==> config.mk <==
export PLATFORM = sky130hd
export DESIGN_NAME = audio_frame_fifo
export DESIGN_NICKNAME = d
export VERILOG_FILES = /design/src/rtl/audio_pkg.sv /design/src/rtl/audio_fifo_mem.sv /design/src/rtl/audio_frame_fifo.sv
export SDC_FILE = /design/constraint.sdc
export NUM_CORES = 2
export LEC_CHECK = 0
export ABC_CLOCK_PERIOD_IN_PS = 5700
export CORE_MARGIN = 2
export CORE_UTILIZATION = 30
export CTS_CLUSTER_DIAMETER = 120
export CTS_CLUSTER_SIZE = 28
export DETAILED_ROUTE_END_ITERATION = 8
export GPL_TIMING_DRIVEN = 0
export SYNTH_ARGS = -nofsm -noshare
export SYNTH_HDL_FRONTEND = slang
export SYNTH_SLANG_ARGS = --single-unit
==> constraint.sdc <==
create_clock -name clk -period 5.7 [get_ports clk]
set_input_delay 0.57 -clock clk [delete_from_list [all_inputs] [get_ports clk]]
set_output_delay 0.57 -clock clk [all_outputs]
set_load 0.005 [all_outputs]
==> src/rtl/audio_pkg.sv <==
// Shared types for the audio frame FIFO: default sample width, drain FSM
// state encoding and the stereo frame layout used on the storage path.
package audio_pkg;

  // Default bits per channel sample.
  localparam int AUDIO_SAMPLE_W = 24;

  // Drain state machine: pop a frame, present it, hand it to i2s_master.
  typedef enum logic [1:0] {
    IDLE  = 2'd0,
    FETCH = 2'd1,
    SEND  = 2'd2
  } drain_state_e;

  // Stereo frame at the default width; left channel in the upper half.
  typedef struct packed {
    logic [AUDIO_SAMPLE_W-1:0] l;
    logic [AUDIO_SAMPLE_W-1:0] r;
  } frame_t;

endpackage

==> src/rtl/audio_fifo_mem.sv <==
// Simple dual-port storage for the audio frame FIFO: one write port and one
// registered read port, written so that it maps onto block or LUT RAM.
module audio_fifo_mem #(
  parameter int ADDR_W = 5,
  parameter int DATA_W = 48
) (
  input  logic              clk,
  input  logic              wr_en,
  input  logic [ADDR_W-1:0] wr_addr,
  input  logic [DATA_W-1:0] wr_data,
  input  logic              rd_en,
  input  logic [ADDR_W-1:0] rd_addr,
  output logic [DATA_W-1:0] rd_data
);

  logic [DATA_W-1:0] mem [2**ADDR_W];

  // Write port: store the incoming frame at the write address.
  // NOTE: the array has no reset, so tools can map it onto RAM primitives;
  // stale contents are never read because occupancy is tracked by the level.
  always_ff @(posedge clk) begin
    if (wr_en) begin
      mem[wr_addr] <= wr_data;
    end
  end

  // Read port: synchronous read, data valid the cycle after rd_en.
  // NOTE: sequential state uses <= so every flop samples pre-edge values.
  always_ff @(posedge clk) begin
    if (rd_en) begin
      rd_data <= mem[rd_addr];
    end
  end

endmodule

==> src/rtl/audio_frame_fifo.sv <==
// Stereo frame FIFO between the CPU bus logic and i2s_master (clk_soc domain).
// Buffers up to 2**DEPTH_LOG2 frames, reports the fill level and raises a
// level-sensitive low-watermark interrupt. A three-state drain FSM pops one
// frame at a time and strobes it into the I2S master.
// Optional build macro AUDIO_FIFO_ZERO_FILL_EN: once streaming has started,
// an empty FIFO feeds silence frames and counts them in underrun_cnt.
module audio_frame_fifo
  import audio_pkg::*;
#(
  parameter int DEPTH_LOG2 = 5,
  parameter int SAMPLE_W   = AUDIO_SAMPLE_W,
  parameter int LOW_MARK   = 8
) (
  input  logic                  clk,
  input  logic                  resetn,
  input  logic [SAMPLE_W-1:0]   in_l,
  input  logic [SAMPLE_W-1:0]   in_r,
  input  logic                  in_valid,
  output logic                  in_ready,
  output logic [DEPTH_LOG2:0]   level,
  output logic                  low_irq,
  output logic [SAMPLE_W-1:0]   frame_out_l,
  output logic [SAMPLE_W-1:0]   frame_out_r,
  output logic                  write_frame,
  input  logic                  i2s_full
`ifdef AUDIO_FIFO_ZERO_FILL_EN
  ,
  output logic [15:0]           underrun_cnt
`endif
);

  localparam int DEPTH = 2**DEPTH_LOG2;
  localparam int LVL_W = DEPTH_LOG2 + 1;

  typedef logic [DEPTH_LOG2-1:0] ptr_t;
  typedef logic [LVL_W-1:0]      lvl_t;

  // Frame layout at the configured width (the package type is fixed width).
  typedef struct packed {
    logic [SAMPLE_W-1:0] l;
    logic [SAMPLE_W-1:0] r;
  } stereo_t;

  localparam lvl_t FULL_LVL = lvl_t'(DEPTH);
  localparam lvl_t LOW_LVL  = lvl_t'(LOW_MARK);

  drain_state_e state, state_next;
  ptr_t         wr_ptr, rd_ptr;
  lvl_t         level_next;
  logic         push, pop;
  stereo_t      wr_frame, rd_frame;

`ifdef AUDIO_FIFO_ZERO_FILL_EN
  logic started;
  logic zero_fill;
`endif

  assign in_ready = (level != FULL_LVL);
  assign push     = in_valid && in_ready;
  assign wr_frame = '{l: in_l, r: in_r};

  audio_fifo_mem #(
    .ADDR_W (DEPTH_LOG2),
    .DATA_W (2 * SAMPLE_W)
  ) u_mem (
    .clk     (clk),
    .wr_en   (push),
    .wr_addr (wr_ptr),
    .wr_data (wr_frame),
    .rd_en   (pop),
    .rd_addr (rd_ptr),
    .rd_data (rd_frame)
  );

  // Drain FSM state register; reset abandons any frame pending in SEND.
  always_ff @(posedge clk or negedge resetn) begin
    if (!resetn) begin
      state <= IDLE;
    end else begin
      state <= state_next;
    end
  end

  // Drain FSM next state, pop request and the i2s write strobe.
  // NOTE: every output gets a default before the case, so no latches form.
  always_comb begin
    state_next  = state;
    pop         = 1'b0;
    write_frame = 1'b0;
`ifdef AUDIO_FIFO_ZERO_FILL_EN
    zero_fill   = 1'b0;
`endif
    unique case (state)
      IDLE: begin
        if (level != '0 && !i2s_full) begin
          pop        = 1'b1;
          state_next = FETCH;
`ifdef AUDIO_FIFO_ZERO_FILL_EN
        end else if (started && !i2s_full) begin
          zero_fill  = 1'b1;
          state_next = SEND;
`endif
        end
      end
      FETCH: begin
        state_next = SEND;
      end
      SEND: begin
        if (!i2s_full) begin
          write_frame = 1'b1;
          state_next  = IDLE;
        end
      end
      default: begin
        state_next = IDLE;
      end
    endcase
  end

  // Occupancy after this edge: push and pop in the same cycle cancel out.
  always_comb begin
    level_next = level;
    unique case ({push, pop})
      2'b10:   level_next = level + lvl_t'(1);
      2'b01:   level_next = level - lvl_t'(1);
      default: level_next = level;
    endcase
  end

  // Pointers, level and the watermark flag (taken from the next level so it
  // changes on the same edge as level and comes straight from a flop).
  always_ff @(posedge clk or negedge resetn) begin
    if (!resetn) begin
      wr_ptr  <= '0;
      rd_ptr  <= '0;
      level   <= '0;
      low_irq <= 1'b1;
    end else begin
      if (push) begin
        wr_ptr <= wr_ptr + ptr_t'(1);
      end
      if (pop) begin
        rd_ptr <= rd_ptr + ptr_t'(1);
      end
      level   <= level_next;
      low_irq <= (level_next < LOW_LVL);
    end
  end

  // Output frame register: loaded in FETCH, held between strobes.
  always_ff @(posedge clk or negedge resetn) begin
    if (!resetn) begin
      frame_out_l <= '0;
      frame_out_r <= '0;
    end else if (state == FETCH) begin
      frame_out_l <= rd_frame.l;
      frame_out_r <= rd_frame.r;
`ifdef AUDIO_FIFO_ZERO_FILL_EN
    end else if (zero_fill) begin
      frame_out_l <= '0;
      frame_out_r <= '0;
`endif
    end
  end

`ifdef AUDIO_FIFO_ZERO_FILL_EN
  // Streaming starts with the first accepted frame; silence frames are
  // counted with saturation so firmware can spot starvation.
  always_ff @(posedge clk or negedge resetn) begin
    if (!resetn) begin
      started      <= 1'b0;
      underrun_cnt <= '0;
    end else begin
      if (push) begin
        started <= 1'b1;
      end
      if (zero_fill && underrun_cnt != 16'hFFFF) begin
        underrun_cnt <= underrun_cnt + 16'd1;
      end
    end
  end
`endif

endmodule

Word level (Yosys, flattened, before mapping)
Memory sizes are Yosys's and may differ from the RTL's. A register that Yosys moved wholly into a read port is not among the register bits.
Index checks and enable logic that the tools add are counted.
{ "word_totals": {"regBits": 67, "mem_bits_rw": 1536, "in_bits": 52, "elab_cells": 36, "mem_count": 1} }
{ "classes": {"n_addsub": 4, "magnitude_cmp": 1, "n_eq_ne": 7, "muxes": 10, "reduce_logical": 6} }
{ "mem_list": {"columns": ["memory", "depth", "width", "read_ports", "rd_clocked_by_memory_dff", "write_ports", "line_no", "rtl"], "rows": [
  ["u_mem.mem", 32, 48, 1, 1, 1, "audio_fifo_mem.sv:16", "logic [DATA_W-1:0] mem [2**ADDR_W];"]
]} }
{ "ops": {"columns": ["op", "n"], "rows": [
  ["case mux 6 bit (2 select lines)", 1],
  ["adder 5 x 1 -> 5 bit (second input constant)", 2],
  ["adder 6 x 1 -> 6 bit (second input constant)", 1],
  ["less-than comparator 6 x 4 -> 1 bit (second input constant)", 1],
  ["2-to-1 mux 1 bit", 6],
  ["!= test 6 bit (second input constant)", 1],
  ["case mux 2 bit (3 select lines)", 1],
  ["nonzero test 6 bit", 1],
  ["subtractor 6 x 1 -> 6 bit (second input constant)", 1],
  ["== test 2 x 1 -> 1 bit (second input constant)", 2],
  ["== test 2 bit (second input constant)", 2],
  ["2-to-1 mux 2 bit", 2],
  ["!= test 2 bit (second input constant)", 2],
  ["logical AND 1 bit", 2],
  ["logical NOT 2 bit", 1],
  ["AND reduction 2 bit", 1],
  ["logical NOT 1 bit", 1]
]} }

Depth between registers and ports, before layout
{ "logic_depth": {"word_depth": 7, "mapped_depth": 11, "ltp_nobuf": 10} }

Cells and area by module
From an unflattened synthesis, not the netlist that was laid out.
{ "unflattened": {"hier_cells": 3547, "hier_area_um2": 63975.1} }
{ "by_module_without_submodules": {"columns": ["module", "instances", "cells_per_inst", "area_each_um2", "seq_area_each_um2"], "rows": [
  ["audio_fifo_mem", 1, 3364, 61205.0, 47565.6],
  ["audio_frame_fifo", 1, 183, 2770.2, 1677.9]
]} }

Worst setup path after synthesis
OpenSTA, ideal clock, no wires.
{ "synth_timing": {"kind": "reg-to-reg", "start": "reg level[0]", "end": "reg level[5]", "setup_time_ps": 127, "arrival_ps": 4558, "required_ps": 5573, "slack_ps": 1015, "path_stages_with_launch": 11, "n_path_buf": 0, "synth_period_minus_slack_ps": 4685, "path_cell_list": "dfrtp_1 or4_1 nor2_1 a2111oi_4 ha_1 ha_1 and2_1 a221oi_1 nand4b_1 and3_1 or2_2"} }
{ "synth_via": {"elab_chain_len": 6, "word_cells_on_any_way": 11, "cone_classes": "add/sub (2); eq/ne (3); mux (3); reduce/logical (3)"} }
{ "synth_rtl": {"columns": ["element", "line_no", "rtl"], "rows": [
  ["start: declaration", "audio_frame_fifo.sv:20", "output logic [DEPTH_LOG2:0] level,"],
  ["start signal: assignment", "audio_frame_fifo.sv:145", "level <= level_next;"],
  ["nonzero test 6 bit *", "audio_frame_fifo.sv:95", "if (level != '0 && !i2s_full) begin"],
  ["logical AND 1 bit *", "audio_frame_fifo.sv:95", null],
  ["2-to-1 mux 1 bit *", "audio_frame_fifo.sv:95", null],
  ["2-to-1 mux 1 bit *", "audio_frame_fifo.sv:93", "unique case (state)"],
  ["via pop", "audio_frame_fifo.sv:50", "logic push, pop;"],
  ["== test 2 x 1 -> 1 bit / == test 2 bit (equally long branches)", "audio_frame_fifo.sv:123", "unique case ({push, pop})"],
  ["case mux 6 bit (2 select lines) *", "audio_frame_fifo.sv:123", null],
  ["via level_next[5]", "audio_frame_fifo.sv:49", "lvl_t level_next;"]
]} }
Mark *: on every way through the listed nets, which the timed path passes. The rest lies on a longest branch.
A chain may end at the register's enable or synchronous reset.

==> metrics.log <==
[metrics] Final Routed Wirelength: 151 mm
[metrics] TritonCTS clock tree: done
[metrics] type of the setup path with the least slack: reg2reg
[metrics] unrepaired setup endpoints after global routing: no
[metrics] critical path required time: 6210 ps
[metrics] ANT nets after route: 0
[metrics] number of buffers added by the clock tree synthesis step: 70
[metrics] Layout Cell Area excl Fill: 70500 um2
[metrics] Post-synth EDFFs: 1584
[metrics] initial standard-cell utilization of the core: 30.1%
[metrics] Unique masters post-synth: 47
[metrics] switching power summed over all nets: 9.94 mW
[metrics] number of rows created at floorplan: 167
[metrics] Mean Syn Cell Area: 22.3 um2
[metrics] peak fanout along the critical path: 10
[metrics] last weighted congestion value of the routability-driven placer: 0.740
[metrics] dominant cell by count in the synthesized netlist: edfxtp_1
[metrics] leading post-synthesis cells by cell area: edfxtp_1 76%, mux4_2 10%, mux2i_1 3.1%
[metrics] clock latency on the worst-skew pair: 710 ps
[metrics] Worst IR Drop VDD: 0.248 mV
[metrics] Data arrival, critical path: 4240 ps
[metrics] post-synthesis xor/xnor area fraction: 0.155%
[metrics] placed cell area: 68400 um2
[metrics] mux contribution to synthesized area: 14.4%
[metrics] number of nets in the final layout: 3107
[metrics] number of nets produced by synthesis: 2857
[metrics] filler instances: 19186
[metrics] sum of buffers and inverters on the critical path: 3
[metrics] largest stage delay on the critical path: 860 ps
[metrics] end of the worst register-to-register path: u_mem.rd_data[36]
[metrics] Chip Height: 460 um
[metrics] area of the core region: 207000 um2
[metrics] setup clock skew after layout: 36.1 ps
[metrics] CP endpoint kind: flip-flop
[metrics] setup slack of the most critical reg-to-reg path: 1980 ps
[metrics] startpoint of the worst register-to-register path: rd_ptr[1]
[metrics] cells resized by post-CTS repair: 0
[metrics] area growth from synthesis to layout: 13.1%
[metrics] number of stages on the worst setup path: 6
[metrics] number of vias after detailed routing: 28802
[metrics] crit-path cells: buf_4 -> nor2_2 -> clkbuf_2 -> clkbuf_1 -> a22oi_1 -> a21oi_1
[metrics] initial DRC count: 3014
[metrics] cell accounting for the most synthesized area: edfxtp_1
[metrics] layout cells sized above 1: 19.7%
[metrics] synthesized area: 62300 um2
[metrics] Leakage: 21.6 nW
[metrics] register bit total from synthesis: 1651
[metrics] Global Route Usage Sum: 14.1%
[metrics] portion of total power attributed to the clock network: 19.6%
[metrics] worst setup margin: 1980 ps
[metrics] detailed-routing iteration count for the pre-antenna-repair pass: 6
[metrics] Internal: 21.2 mW
[metrics] status: finished, final reports clean
[metrics] first-pass GRT wire length: 215 mm
[metrics] final number of hold-violating endpoints: 0
[metrics] Placement Setup Slack: 1640 ps
[metrics] antenna violations before repair: 6
[metrics] number of I/O port buffers: 108
[metrics] pwr/cell area: 441 nW/um2
[metrics] cell family with most CP delay: buffers and inverters
[metrics] switch share: 32.0%
[metrics] cell with the largest stage delay on the worst path: clkbuf_1
[metrics] H-tree levels: 3
[metrics] dpl hpwl: 103 mm
[metrics] Horiz. Die Dim: 460 um
[metrics] Max Cap Viol: 0
[metrics] Post-Layout Cell Count: 5803
[metrics] combinational family with the most area after synthesis: multiplexers
[metrics] pin count of the biggest net entering global routing: 50
[metrics] complex-gate fraction of the synthesized area: 4.13%
[metrics] adder-cell share of the synthesized area: 0.233%
[metrics] top cells by instance count after synthesis: 1584 x edfxtp_1, 288 x mux4_2, 191 x mux2i_1
[metrics] Hold/Removal Path Class: in2async
[metrics] library cell used as clock root buffer: clkbuf_16
[metrics] setup violators final: 0
[metrics] leading register cell type out of synthesis: edfxtp_1
[metrics] clock slew seen by the registers of the worst setup and hold paths: 110 ps
[metrics] post-CTS setup buffer count: 0
[metrics] basic-gate share of the synthesized area counting and, or, nand and nor cells: 0.570%
[metrics] CP startpoint kind: flip-flop
[metrics] fraction of power consumed by sequential logic: 47.8%
[metrics] number of ports placed on the die boundary: 109
[metrics] depth of the worst register-to-register path: 6
[metrics] final-report max-slew violation count: 0
[metrics] clock period minus final worst setup slack: 3720 ps
[metrics] tightest slew margin relative to the limit: 13.2%
[metrics] number of buffers on the longest clock path: 3
[metrics] gate count of the mapped netlist: 2794
[metrics] total die area: 211000 um2
[metrics] Logic pwr share: 32.7%
[metrics] hold buffers post-CTS: 1
[metrics] proportion of synthesized flip-flops having asynchronous set or reset: 4.06%
[metrics] fmax: 269 MHz
[metrics] Worst Max-Slew Pin Slew: 1300 ps
[metrics] area share of the leading cell type in the synthesized netlist: 76.3%
[metrics] sequential fraction of the synthesis area: 79.0%
[metrics] vias per cell: 4.96
[metrics] yosys warns: 0
[metrics] remaining global-route overflow: 0
[metrics] via count of the first global-routing pass: 29494
[metrics] final cycle utilization of the critical path: 65.3%
[metrics] TritonCTS sink count: 1651
[metrics] placed cell count: 5675
[metrics] post-detailed-route DRC marker count: 0
[metrics] wire per inst: 26.0 um
==> cells in the final DEF (no fill, tap or decap), drive strengths merged, types with 52 or more instances in the layout <==
cell type      synthesis  final
mux2                  52     52
mux2i                191    191
buf                   82    152
clkbuf                78    194
edfxtp              1584   1584
mux4                 288    288
dfrtp                 66     66
o221ai                95     95
clkdlybuf4s50          0    107
a21oi                 97     97
==> power by group through the flow <==
stage,Clock [mW],Combinational (mW),Sequential (mW)
after floorplan,0,6.18,15.1
after detailed placement,0,10.4,15.1
after global placement,0,9.96,15.2
after global routing,6.65,10.9,15.0
final,6.08,10.2,14.9
after CTS,6.26,10.4,14.9
==> layer usage <==
layer | GRT usage (%) | wire, um | up-vias
met3 | 2.86 | 10200 | 133
li1 | - | - | 12282
met2 | 23.3 | 73700 | 859
met5 | 0 | 17 | -
met4 | 3.31 | 2950 | 4
met1 | 19.0 | 63900 | 15524
==> stage by stage <==
| stage | hold WS [ps] | total power [mW] | setup TNS (ps) | utilization (%) |
|---|---|---|---|---|
| 6_report | 270 | 31.1 | 0 | 34.1 |
| 5_1_grt | 274 | 32.5 | 0 | 34.1 |
| 4_1_cts | 249 | 31.5 | 0 | 34.1 |
| 3_5_place_dp | 450 | 25.5 | 0 | 33.1 |
| 3_3_place_gp | 461 | 25.2 | -1397120 | 32.3 |
| 2_1_floorplan | 274 | 21.3 | 0 | - |
==> registers in the layout, summed over array words and instances, names as in the netlist <==
name and count:
u_mem.rd_data 48, level 6, wr_ptr 5, frame_out_r 24, frame_out_l 24, rd_ptr 5, state 2, u_mem.mem 1536
low_irq 1
==> worst register-to-register path: cells and delay by family (launching register included) <==
kind                   cells  cell delay [ps]
buffers and inverters      3             1870
and+or+nand+nor            1              730
AOI/OAI and AO/OA          2              520
DFF                        1              440
==> final cells by class <==
cell class | instances | area [um2] | area share, %
clock inverter | 10 | 119 | 0.169
tap | 2704 | 3380 | 4.80
antenna | 1 | 2.50 | 0.00355
timing repair buffer | 178 | 2490 | 3.53
multi-input combinational | 978 | 12400 | 17.6
sequential | 1651 | 49200 | 69.9
buffer | 160 | 892 | 1.27
clock buffer | 116 | 1920 | 2.73
inverter | 5 | 18.8 | 0.0266
==> logic make-up (layout without fill, tap and decap cells) <==
kind of cell               after synthesis  in the layout
xor gates and xnor gates                11             11
other                                    0              1
adders and majority gates               11             11
buffers and inverters                  165            469
muxes                                  531            531
DFF                                   1651           1651
AOI/OAI and AO/OA                      350            350
and+or+nand+nor                         75             75
==> how the worst max path moves through the flow <==
stage / start / end / slack (ps)
floorplan: level[0] / level[5] / 1010
finish: rd_ptr[1] / u_mem.rd_data[36] / 1980
detailed placement: i2s_full / level[5] / 1640
global route: rd_ptr[1] / u_mem.rd_data[36] / 1790
global placement: i2s_full / level[5] / -2450
CTS: rd_ptr[1] / u_mem.rd_data[37] / 1870
No activity file was read; power rests on OpenSTA's default activity.
